## src/rtl/csp_channel_pkg.sv

```systemverilog
// Shared constants and packet type for the CSP channel: default flit width,
// destination-id field position and a flit builder used by producers.
package csp_channel_pkg;

  localparam int WIDTH_DEFAULT = 33;
  localparam int DEST_MSB      = 32;
  localparam int DEST_LSB      = 29;
  localparam int DEST_W        = DEST_MSB - DEST_LSB + 1;

  typedef logic [WIDTH_DEFAULT-1:0] packet_t;

  function automatic packet_t make_flit(input logic [DEST_W-1:0]   dest,
                                        input logic [DEST_LSB-1:0] payload);
    packet_t p;
    p = '0;
    p[DEST_MSB:DEST_LSB] = dest;
    p[DEST_LSB-1:0]      = payload;
    return p;
  endfunction

endpackage

```

## src/rtl/csp_channel_stats.sv

```systemverilog
// Receive statistics for csp_channel: saturating completed-receive count and
// the clock distance between the two most recent completions.
module csp_channel_stats #(
  parameter int CNT_W = 32
) (
  input  logic             clk,
  input  logic             reset,
  input  logic             r_req,
  input  logic             r_ack,
  output logic [CNT_W-1:0] xfer_count,
  output logic [CNT_W-1:0] cycle_time
);

  localparam logic [CNT_W-1:0] CNT_ONE = CNT_W'(1);

  logic             r_ack_p0;
  logic             seen_first;
  logic [CNT_W-1:0] gap_cnt;
  logic             complete;

  function automatic logic [CNT_W-1:0] sat_inc(input logic [CNT_W-1:0] v);
    return (&v) ? v : v + CNT_ONE;
  endfunction

  // A receive completes when r_ack moves and lands on r_req; a toggle while
  // the channel is empty leaves them unequal and is not counted.
  assign complete = (r_ack != r_ack_p0) && (r_ack == r_req);

  always_ff @(posedge clk or posedge reset) begin
    if (reset) begin
      r_ack_p0   <= 1'b0;
      seen_first <= 1'b0;
      gap_cnt    <= '0;
      xfer_count <= '0;
      cycle_time <= '0;
    end else begin
      r_ack_p0 <= r_ack;
      if (complete) begin
        xfer_count <= sat_inc(xfer_count);
        seen_first <= 1'b1;
        gap_cnt    <= CNT_ONE;
        if (seen_first) begin
          cycle_time <= gap_cnt;
        end
      end else begin
        gap_cnt <= sat_inc(gap_cnt);
      end
    end
  end

endmodule

```

## src/rtl/csp_channel.sv

```systemverilog
// Point-to-point CSP channel with 2-phase toggle handshakes and a one-entry
// holding register. Optional statistics enabled by CSP_CHANNEL_STATS_EN.
module csp_channel
  import csp_channel_pkg::*;
#(
  parameter int WIDTH = WIDTH_DEFAULT,
  parameter int CNT_W = 32
) (
  input  logic             clk,
  input  logic             reset,
  input  logic             s_req,
  input  logic [WIDTH-1:0] s_data,
  output logic             s_ack,
  output logic             r_req,
  output logic [WIDTH-1:0] r_data,
  input  logic             r_ack,
  output logic             full
`ifdef CSP_CHANNEL_STATS_EN
  ,
  output logic [CNT_W-1:0] xfer_count,
  output logic [CNT_W-1:0] cycle_time
`endif
);

  logic pending;
  logic empty;
  logic capture;

  // Emptiness uses the live r_ack so a same-cycle acknowledge frees the slot.
  assign pending = s_req ^ s_ack;
  assign empty   = ~(r_req ^ r_ack);
  assign capture = pending & empty;
  assign full    = r_req ^ r_ack;

  // Stage p0: holding register; both toggles flip together on capture.
  always_ff @(posedge clk or posedge reset) begin
    if (reset) begin
      s_ack  <= 1'b0;
      r_req  <= 1'b0;
      r_data <= '0;
    end else if (capture) begin
      s_ack  <= ~s_ack;
      r_req  <= ~r_req;
      r_data <= s_data;
    end
  end

`ifdef CSP_CHANNEL_STATS_EN
  csp_channel_stats #(
    .CNT_W(CNT_W)
  ) u_stats (
    .clk       (clk),
    .reset     (reset),
    .r_req     (r_req),
    .r_ack     (r_ack),
    .xfer_count(xfer_count),
    .cycle_time(cycle_time)
  );
`else
  logic [CNT_W-1:0] unused_cnt_w;
  assign unused_cnt_w = '0;
`endif

endmodule

```

## config.mk

```make
export PLATFORM = sky130hd
export DESIGN_NAME = csp_channel
export DESIGN_NICKNAME = d
export VERILOG_FILES = /design/src/rtl/csp_channel_pkg.sv /design/src/rtl/csp_channel_stats.sv /design/src/rtl/csp_channel.sv
export SDC_FILE = /design/constraint.sdc
export NUM_CORES = 1
export LEC_CHECK = 0
export BUFFER_PORTS_ARGS = -buffer_cell sky130_fd_sc_hd__buf_4
export CAP_MARGIN = 20
export CORE_MARGIN = 3
export CORE_UTILIZATION = 40
export CTS_BUF_LIST = sky130_fd_sc_hd__clkbuf_16
export CTS_CLUSTER_SIZE = 25
export DETAILED_ROUTE_END_ITERATION = 10
export GPL_TIMING_DRIVEN = 0
export PLACE_DENSITY = 0.74
export SLEW_MARGIN = 5
export SYNTH_ARGS = -nofsm -noshare
export SYNTH_HDL_FRONTEND = slang
export SYNTH_SLANG_ARGS = --single-unit
```

## constraint.sdc

```tcl
create_clock -name clk -period 1.4 [get_ports clk]
set_input_delay 0.07 -clock clk [delete_from_list [all_inputs] [get_ports clk]]
set_output_delay 0.07 -clock clk [all_outputs]
set_load 0.005 [all_outputs]
```

==> impl_metrics.toml, run 1 <==
[status]
outcome = "finished, violations left"
violations = "negative setup slack"

[setup_path]
r2r-end = "r_data[27]"
critPathLaunchType = "flip-flop"
end_kind = "flip-flop"
crit_start = "s_ack"
cp_data_arrival_time_ps = 1610
worstPathRequired_ps = 1550
path_max_fanout = 10
path_class = "flip-flop to flip-flop"
r2r_slack_ps = -60
setup.worst_path.end = "r_data[27]"
r2r-start = "s_ack"
reg2regPathDepth = 5

[floorplan]
die_x_um = 66.96
die-area_um2 = 4484
core-area_um2 = 3468
num_rows = 21
start_util_pct = 42.86
die_height_um = 66.96
io_pins = 73

[global_routing]
gr-usage-all-layers_pct = 14.59
grt_max_degree = 24
antenna_found_initial = 0
grt-ovfl-total = 0
grt_pass1_vias = 1057
grt_pass1_wl_mm = 4.802

[clock_network]
root_buffer = "clkbuf_16"
numCtsBuffers = 5
h-tree-depth = 2
cts.sinks = 35
cts.path.max_buffers = 2
clkTransAtPathRegs_ps = 50
clock_latency_ps = 270
tritoncts = "done"

[pwr]
p_per_area_nw_per_um2 = 2465
leakage_uw = 0.001153
ir_drop_v = 0.001288
fin_total_pwr_uw = 5653

[drt]
met2_length_mm = 1.586
drc_errors = 0
dr_wl_met3_um = 243
drt_iter0_drc = 13
drt-total-wl_mm = 3.115
routed_via_density = 4.531
postRouteAntennaNets = 0
highest_layer = "met4"
vias = 947
first_pass_iters = 2
wl_per_cell_um = 14.90
wirelength_met1_mm = 1.259

[cells_and_area]
syn2layout_area_growth_pct = 54.29
drive_above_1_share_pct = 74.85
mostFrequentLayoutCell = "buf_4"
mostFrequentLayoutCells = "buf_4, dfrtp_1, mux2_4, clkbuf_16, mux2_2"
antennaDiodeCount = 0
fin_nets = 201

[timing]
worst_pin_slew_ps = 567.7
setup_slack_ps = -63.03
report.final.slew_viol_count = 0
setup_viol = 30
rsz0062_at_grt = "yes"
hold_violations = 0
slew_headroom_pct = 62.11
fmax_mhz = 683.5
worst_hold_slack_ps = 30.17
period_needed_ps = 1463
finClkSkew_ps = 6.827
min_period_over_period_pct = 104.5

[logic_synthesis]
ys_seq_area_share_pct = 58.92
syn_avg_cell_area_um2 = 18.82
syn_area_um2 = 1486
synthDistinctLibCells = 11
synth_cells = 79
synth_fp_nets = 116
ys_warn_count = 0
synth_seq_cells = 35

[min_path]
hold_class = "input port to flip-flop"

[place]
port_buffers = 72
dp_hpwl_mm = 2.296
gp_congestion = 0.7181
preCtsSetupSlack_ps = -135.6

[run]
drv_cap = 0
area by class of cell:
type	count	area [um2]
buffer	4	71.32
multi-input combinational	39	545.5
tap	46	57.56
clock buffer	5	125.1
inverter	1	3.754
clock inverter	1	3.754
timing repair buffer	78	610.6
sequential	35	875.8
fill	264	1175
cell usage after synthesis:
library cell | instances | share of area, %
mux2_2 | 4 | 3.0
a21oi_1 | 1 | 0.34
buf_12 | 3 | 4.0
mux2_4 | 30 | 30
xor2_1 | 1 | 0.59
buf_6 | 1 | 0.76
xor2_2 | 1 | 1.1
nor2b_1 | 1 | 0.42
dfrtp_1 | 35 | 59
inv_1 | 1 | 0.25
nor2_1 | 1 | 0.25
stage by stage:
stage | instance area [um2] | util [%] | TNS (ps) | instances
6_report | 2293 | 66.13 | -1703 | 209
5_1_grt | 2293 | 66.13 | -3591 | 209
4_1_cts | 2293 | 66.13 | -1996 | 209
3_5_place_dp | 2115 | 60.97 | -3853 | 198
3_3_place_gp | 2087 | 60.17 | -2972 | 197
2_1_floorplan | 1489 | - | -1281 | 79
registers in the layout (all words and copies together) (netlist names):
name	cells
r_data	33
r_req	1
s_ack	1
cell families after synthesis:
family / count (synthesis) / share of synthesized area [%]
buffers and inverters: 5 / 5.050
multiplexers: 34 / 33.33
flip-flops: 35 / 58.92
AND/OR/NAND/NOR: 2 / 0.6734
XOR/XNOR: 2 / 1.684
AO/OA/AOI/OAI: 1 / 0.3364
per-layer routing:
| layer | GRT usage (%) | vias up |
|---|---|---|
| met5 | 0 | - |
| met4 | 6.835 | 0 |
| met3 | 4.384 | 4 |
| met2 | 23.89 | 43 |
| met1 | 17.43 | 465 |
| li1 | - | 435 |
critical path: stages (launching register included):
cell and delay [ps]:
dfrtp_1 400, xor2_2 160, nor2b_2 160, buf_6 160
buf_12 150, mux2_4 300
power by group:
part / total, uW / internal, uW / switching, uW
Clock: 969 / 629 / 340
Sequential: 1880 / 1550 / 328
Combinational: 2800 / 1970 / 839
how the worst min path moves through the flow:
stage / startpoint / to / cells after the start
2_1_floorplan: r_ack / r_req / 1
3_3_place_gp: r_ack / r_req / 2
3_5_place_dp: reset / r_data[4] / 2
4_1_cts: s_data[7] / r_data[7] / 2
5_1_grt: s_data[31] / r_data[31] / 2
6_report: s_data[17] / r_data[17] / 2
timing repair:
action,CTS,global route
setup buffers,3,0
hold buffers,2,0
endpoints found under the setup margin,33,31
gates resized for setup,1,0
pin swaps,1,0
endpoints found under the hold margin,13,0
Note: power is estimated with default switching activity, not from simulation.
==> run 2: changes to the inputs <==
--- a/config.mk
+++ b/config.mk
@@ -8,12 +8,12 @@
 export BUFFER_PORTS_ARGS = -buffer_cell sky130_fd_sc_hd__buf_4
 export CAP_MARGIN = 20
 export CORE_MARGIN = 3
-export CORE_UTILIZATION = 40
+export CORE_UTILIZATION = 48
 export CTS_BUF_LIST = sky130_fd_sc_hd__clkbuf_16
 export CTS_CLUSTER_SIZE = 25
 export DETAILED_ROUTE_END_ITERATION = 10
 export GPL_TIMING_DRIVEN = 0
-export PLACE_DENSITY = 0.74
+export PLACE_DENSITY = 0.83
 export SLEW_MARGIN = 5
 export SYNTH_ARGS = -nofsm -noshare
 export SYNTH_HDL_FRONTEND = slang
==> constraint.sdc (replaced) <==
create_clock -name clk -period 1.7 [get_ports clk]
set_input_delay 0.085 -clock clk [delete_from_list [all_inputs] [get_ports clk]]
set_output_delay 0.085 -clock clk [all_outputs]
set_load 0.005 [all_outputs]
==> impl_metrics.toml, run 2 (synthesized netlist as in run 1, its figures left out) <==
[cells_and_area]
mostFrequentLayoutCells = "buf_4, dfrtp_1, mux2_4, clkbuf_16, mux2_2"
fin_nets = 197
syn2layout_area_growth_pct = 50.51
largest_registers = "r_data x33, r_req x1, s_ack x1"
antennaDiodeCount = 0
drive_above_1_share_pct = 73.75
mostFrequentLayoutCell = "buf_4"
top_register = "r_data"
largest_register_ffs = 33
fin_util_pct = 78.42

[pwr]
leakage_uw = 0.001133
ir_drop_v = 0.001229
p_per_area_nw_per_um2 = 2054

[floorplan]
die_x_um = 61.65
io_pins = 73
die_height_um = 61.65
die-area_um2 = 3801
start_util_pct = 52.11
num_rows = 19
core-area_um2 = 2853

[clock_network]
root_buffer = "clkbuf_16"
h-tree-depth = 2
clkTransAtPathRegs_ps = 50
cts_resized = 0
clock_latency_ps = 270
tritoncts = "done"
cts.sinks = 35
numCtsBuffers = 5
cts.path.max_buffers = 2

[setup_path]
worstPathRequired_ps = 1850
end_kind = "flip-flop"
cp_data_arrival_time_ps = 1710
reg2regPathDepth = 5
path_class = "flip-flop to flip-flop"
r2r-end = "r_data[0]"
r2r-start = "s_ack"
r2r_slack_ps = 140
critPathLaunchType = "flip-flop"
path_max_fanout = 10

[place]
gp_congestion = 0.6799
port_buffers = 72
preCtsSetupSlack_ps = 136.7
dp_hpwl_mm = 2.337

[min_path]
hold_class = "input port to flip-flop"
whs_path_depth = 2
hp-start = "r_ack"
worstHoldEndpoint = "r_req"

[timing]
rsz0062_at_grt = "no"
worst_pin_slew_ps = 632.6
fmax_mhz = 639.6
setup_slack_ps = 136.6
tns_ps = 0
finClkSkew_ps = 2.582
period_needed_ps = 1563
report.final.slew_viol_count = 0
slew_headroom_pct = 57.78
min_period_over_period_pct = 91.97
hold_violations = 0
setup_viol = 0

[drt]
drt_iter0_drc = 14
drc_errors = 0
drt-total-wl_mm = 3.023
vias = 936
first_pass_iters = 4
wl_per_cell_um = 15.83
routed_via_density = 4.901
postRouteAntennaNets = 0

[status]
outcome = "complete, no violations"

[global_routing]
grt_pass1_vias = 957
antenna_found_initial = 0
gr-usage-all-layers_pct = 17.77
grt-ovfl-total = 0
grt_pass1_wl_mm = 4.664
grt_max_degree = 22

[run]
drv_cap = 0
==> run 2: worst max-delay path by stage <==
stage                     start         end  slack [ps]  cells past startpoint
after floorplan           s_ack   r_data[0]         220                      5
after global placement    s_ack  r_data[29]         170                      5
after detailed placement  s_ack   r_data[0]         140                      5
after CTS                 s_ack   r_data[0]         130                      5
after global routing      s_ack   r_data[0]          40                      5
final                     s_ack   r_data[0]         140                      5
==> run 2: layout make-up <==
cell class | instances | area [um2]
Sequential cell | 35 | 875.8
Tap cell | 31 | 38.79
Multi-Input combinational cell | 39 | 535.5
Clock inverter | 2 | 8.758
Timing Repair Buffer | 74 | 578.1
Fill cell | 197 | 615.6
Buffer | 4 | 71.32
Clock buffer | 5 | 125.1
Inverter | 1 | 3.754
==> run 2: layer usage <==
layer | global-route usage (%) | wire length [um] | up-vias
met5 | 0 | 0 | -
met3 | 6.499 | 177 | 0
li1 | - | - | 431
met4 | 6.364 | 0 | 0
met2 | 30.19 | 1685 | 40
met1 | 20.56 | 1160 | 465
==> run 2: power by group <==
part	switching, uW	internal, uW
registers	263	1280
logic	680	1570
clock network	285	524
==> run 2: critical path, cell delays in order (launching register included) <==
cell,delay [ps]
dfrtp_1,400
xor2_1,230
nor2b_1,190
buf_6,170
buf_12,150
mux2_4,310
==> run 2: what timing repair did <==
| action | 4_1_cts | 5_1_grt |
|---|---|---|
| hold buffers | 1 | 0 |
| endpoints found under the hold margin | 14 | 0 |
| setup buffers | 0 | 0 |
==> run 2: metrics by stage <==
stage          area, um2  hold WS (ps)  std cells  power (uW)
2_1_floorplan       1486         169.7         79        2878
3_3_place_gp        2066         285.9        182        3735
3_5_place_dp        2093         213.9        183        3809
4_1_cts             2237         17.75        191        4662
5_1_grt             2237         14.82        191        4893
6_report            2237         18.43        191        4596
==> run 3: changes to the inputs <==
--- a/config.mk
+++ b/config.mk
@@ -8,13 +8,13 @@
 export BUFFER_PORTS_ARGS = -buffer_cell sky130_fd_sc_hd__buf_4
 export CAP_MARGIN = 20
 export CORE_MARGIN = 3
-export CORE_UTILIZATION = 48
+export CORE_UTILIZATION = 30
 export CTS_BUF_LIST = sky130_fd_sc_hd__clkbuf_16
 export CTS_CLUSTER_SIZE = 25
 export DETAILED_ROUTE_END_ITERATION = 10
 export GPL_TIMING_DRIVEN = 0
-export PLACE_DENSITY = 0.83
 export SLEW_MARGIN = 5
 export SYNTH_ARGS = -nofsm -noshare
 export SYNTH_HDL_FRONTEND = slang
 export SYNTH_SLANG_ARGS = --single-unit
+export TNS_END_PERCENT = 20
==> impl_metrics.toml, run 3 (synthesized netlist as in run 1, its figures left out) <==
[status]
outcome = "complete, no violations"

[clock_network]
hold_buffers = 1
numCtsBuffers = 5
cts_resized = 0
cts.path.max_buffers = 2
root_buffer = "clkbuf_16"
clkTransAtPathRegs_ps = 50
post_cts_buffers = 0
clock_latency_ps = 270
cts.sinks = 35
h-tree-depth = 2
tritoncts = "done"

[setup_path]
path_class = "flip-flop to flip-flop"
critPathLaunchType = "flip-flop"
cp_data_arrival_time_ps = 1710
worstPathRequired_ps = 1850
end_kind = "flip-flop"
path_max_fanout = 10

[cells_and_area]
largest_registers = "r_data x33, r_req x1, s_ack x1"
fin_nets = 197
top_register = "r_data"
syn2layout_area_growth_pct = 53.54
antennaDiodeCount = 0
largest_register_ffs = 33
final_area_um2 = 2282
layoutNonFillerInstCount = 226
drive_above_1_share_pct = 72.67
mostFrequentLayoutCell = "buf_4"
mostFrequentLayoutCells = "buf_4, dfrtp_1, mux2_4, clkbuf_16, mux2_2"

[floorplan]
io_pins = 73
die_x_um = 76.39
start_util_pct = 32.57
num_rows = 24
die-area_um2 = 5835
core-area_um2 = 4564
die_height_um = 76.39

[place]
preCtsSetupSlack_ps = 139.2
placed_cell_area_um2 = 2136
dp_hpwl_mm = 2.501
dpl.cell_count = 217
port_buffers = 72
gp_congestion = 0.6695

[timing]
setup_slack_ps = 137.8
worst_pin_slew_ps = 785.0
min_period_over_period_pct = 91.89
slew_headroom_pct = 47.61
fmax_mhz = 640.1
hold_violations = 0
tns_ps = 0
report.final.slew_viol_count = 0
rsz0062_at_grt = "no"
period_needed_ps = 1562
finClkSkew_ps = 4.375
setup_viol = 0

[drt]
routed_via_density = 4.181
drt-total-wl_mm = 3.233
postRouteAntennaNets = 0
drc_errors = 0
drt_iter0_drc = 20
vias = 945
first_pass_iters = 2
wl_per_cell_um = 14.31

[global_routing]
grt-ovfl-total = 0
grt_pass1_wl_mm = 5.423
gr-usage-all-layers_pct = 12.03
antenna_found_initial = 0
grt_pass1_vias = 1078
grt_max_degree = 19

[min_path]
hold_class = "input port to flip-flop"

[pwr]
p_per_area_nw_per_um2 = 2019
fin_total_pwr_uw = 4607
ir_drop_v = 0.0007992
leakage_uw = 0.001136

[run]
drv_cap = 0
run 3: cell count changes in the layout (fill, tap and decap cells not counted):
cell,previous run,this run
clkinv_2,1,0
clkinv_1,1,2
inv_1,1,2
run 3: cell type report:
class / count / area [um2]
fill: 417 / 2282
sequential: 35 / 875.8
timing repair buffer: 74 / 578.1
multi-input combinational: 39 / 535.5
clock buffer: 5 / 125.1
tap: 65 / 81.33
buffer: 4 / 71.32
clock inverter: 3 / 11.26
inverter: 1 / 3.754
run 3: layer usage:
metal  global-route usage [%]  share of wire (%)
met1                    14.06                 40
met2                    19.86                 52
met3                    4.492                7.0
met4                    4.891                1.4
met5                        0                  0
run 3: path summary, 6_finish.rpt:
kind / startpoint / to / slack [ps] / cells after the start
worst max register to register: s_ack / r_data[23] / 140 / 5
worst min-delay path: r_ack / r_req / 10 / 2
worst min register to register: r_data[14] / r_data[14] / 510 / 1
worst max-delay path: s_ack / r_data[23] / 140 / 5
min in group asynchronous: reset / r_data[16] / 520 / 3
max in group asynchronous: reset / r_data[22] / 630 / 4
run 3: worst max-delay path, cell delays in order, from the launching register on:
cell and delay (ps):
dfrtp_1 400, xor2_1 230, nor2b_1 190, buf_6 170
buf_12 150, mux2_4 300
run 3: power by group:
group | internal, uW | switching, uW
clock network | 526 | 307
logic | 1570 | 682
registers | 1280 | 250
total | 3370 | 1240
run 3: stage by stage:
step           hold WS (ps)  utilization (%)
2_1_floorplan         169.7                -
3_3_place_gp          291.0            46.19
3_5_place_dp          274.5            46.79
4_1_cts               11.36            50.00
5_1_grt               7.248            50.00
6_report              13.04            50.00
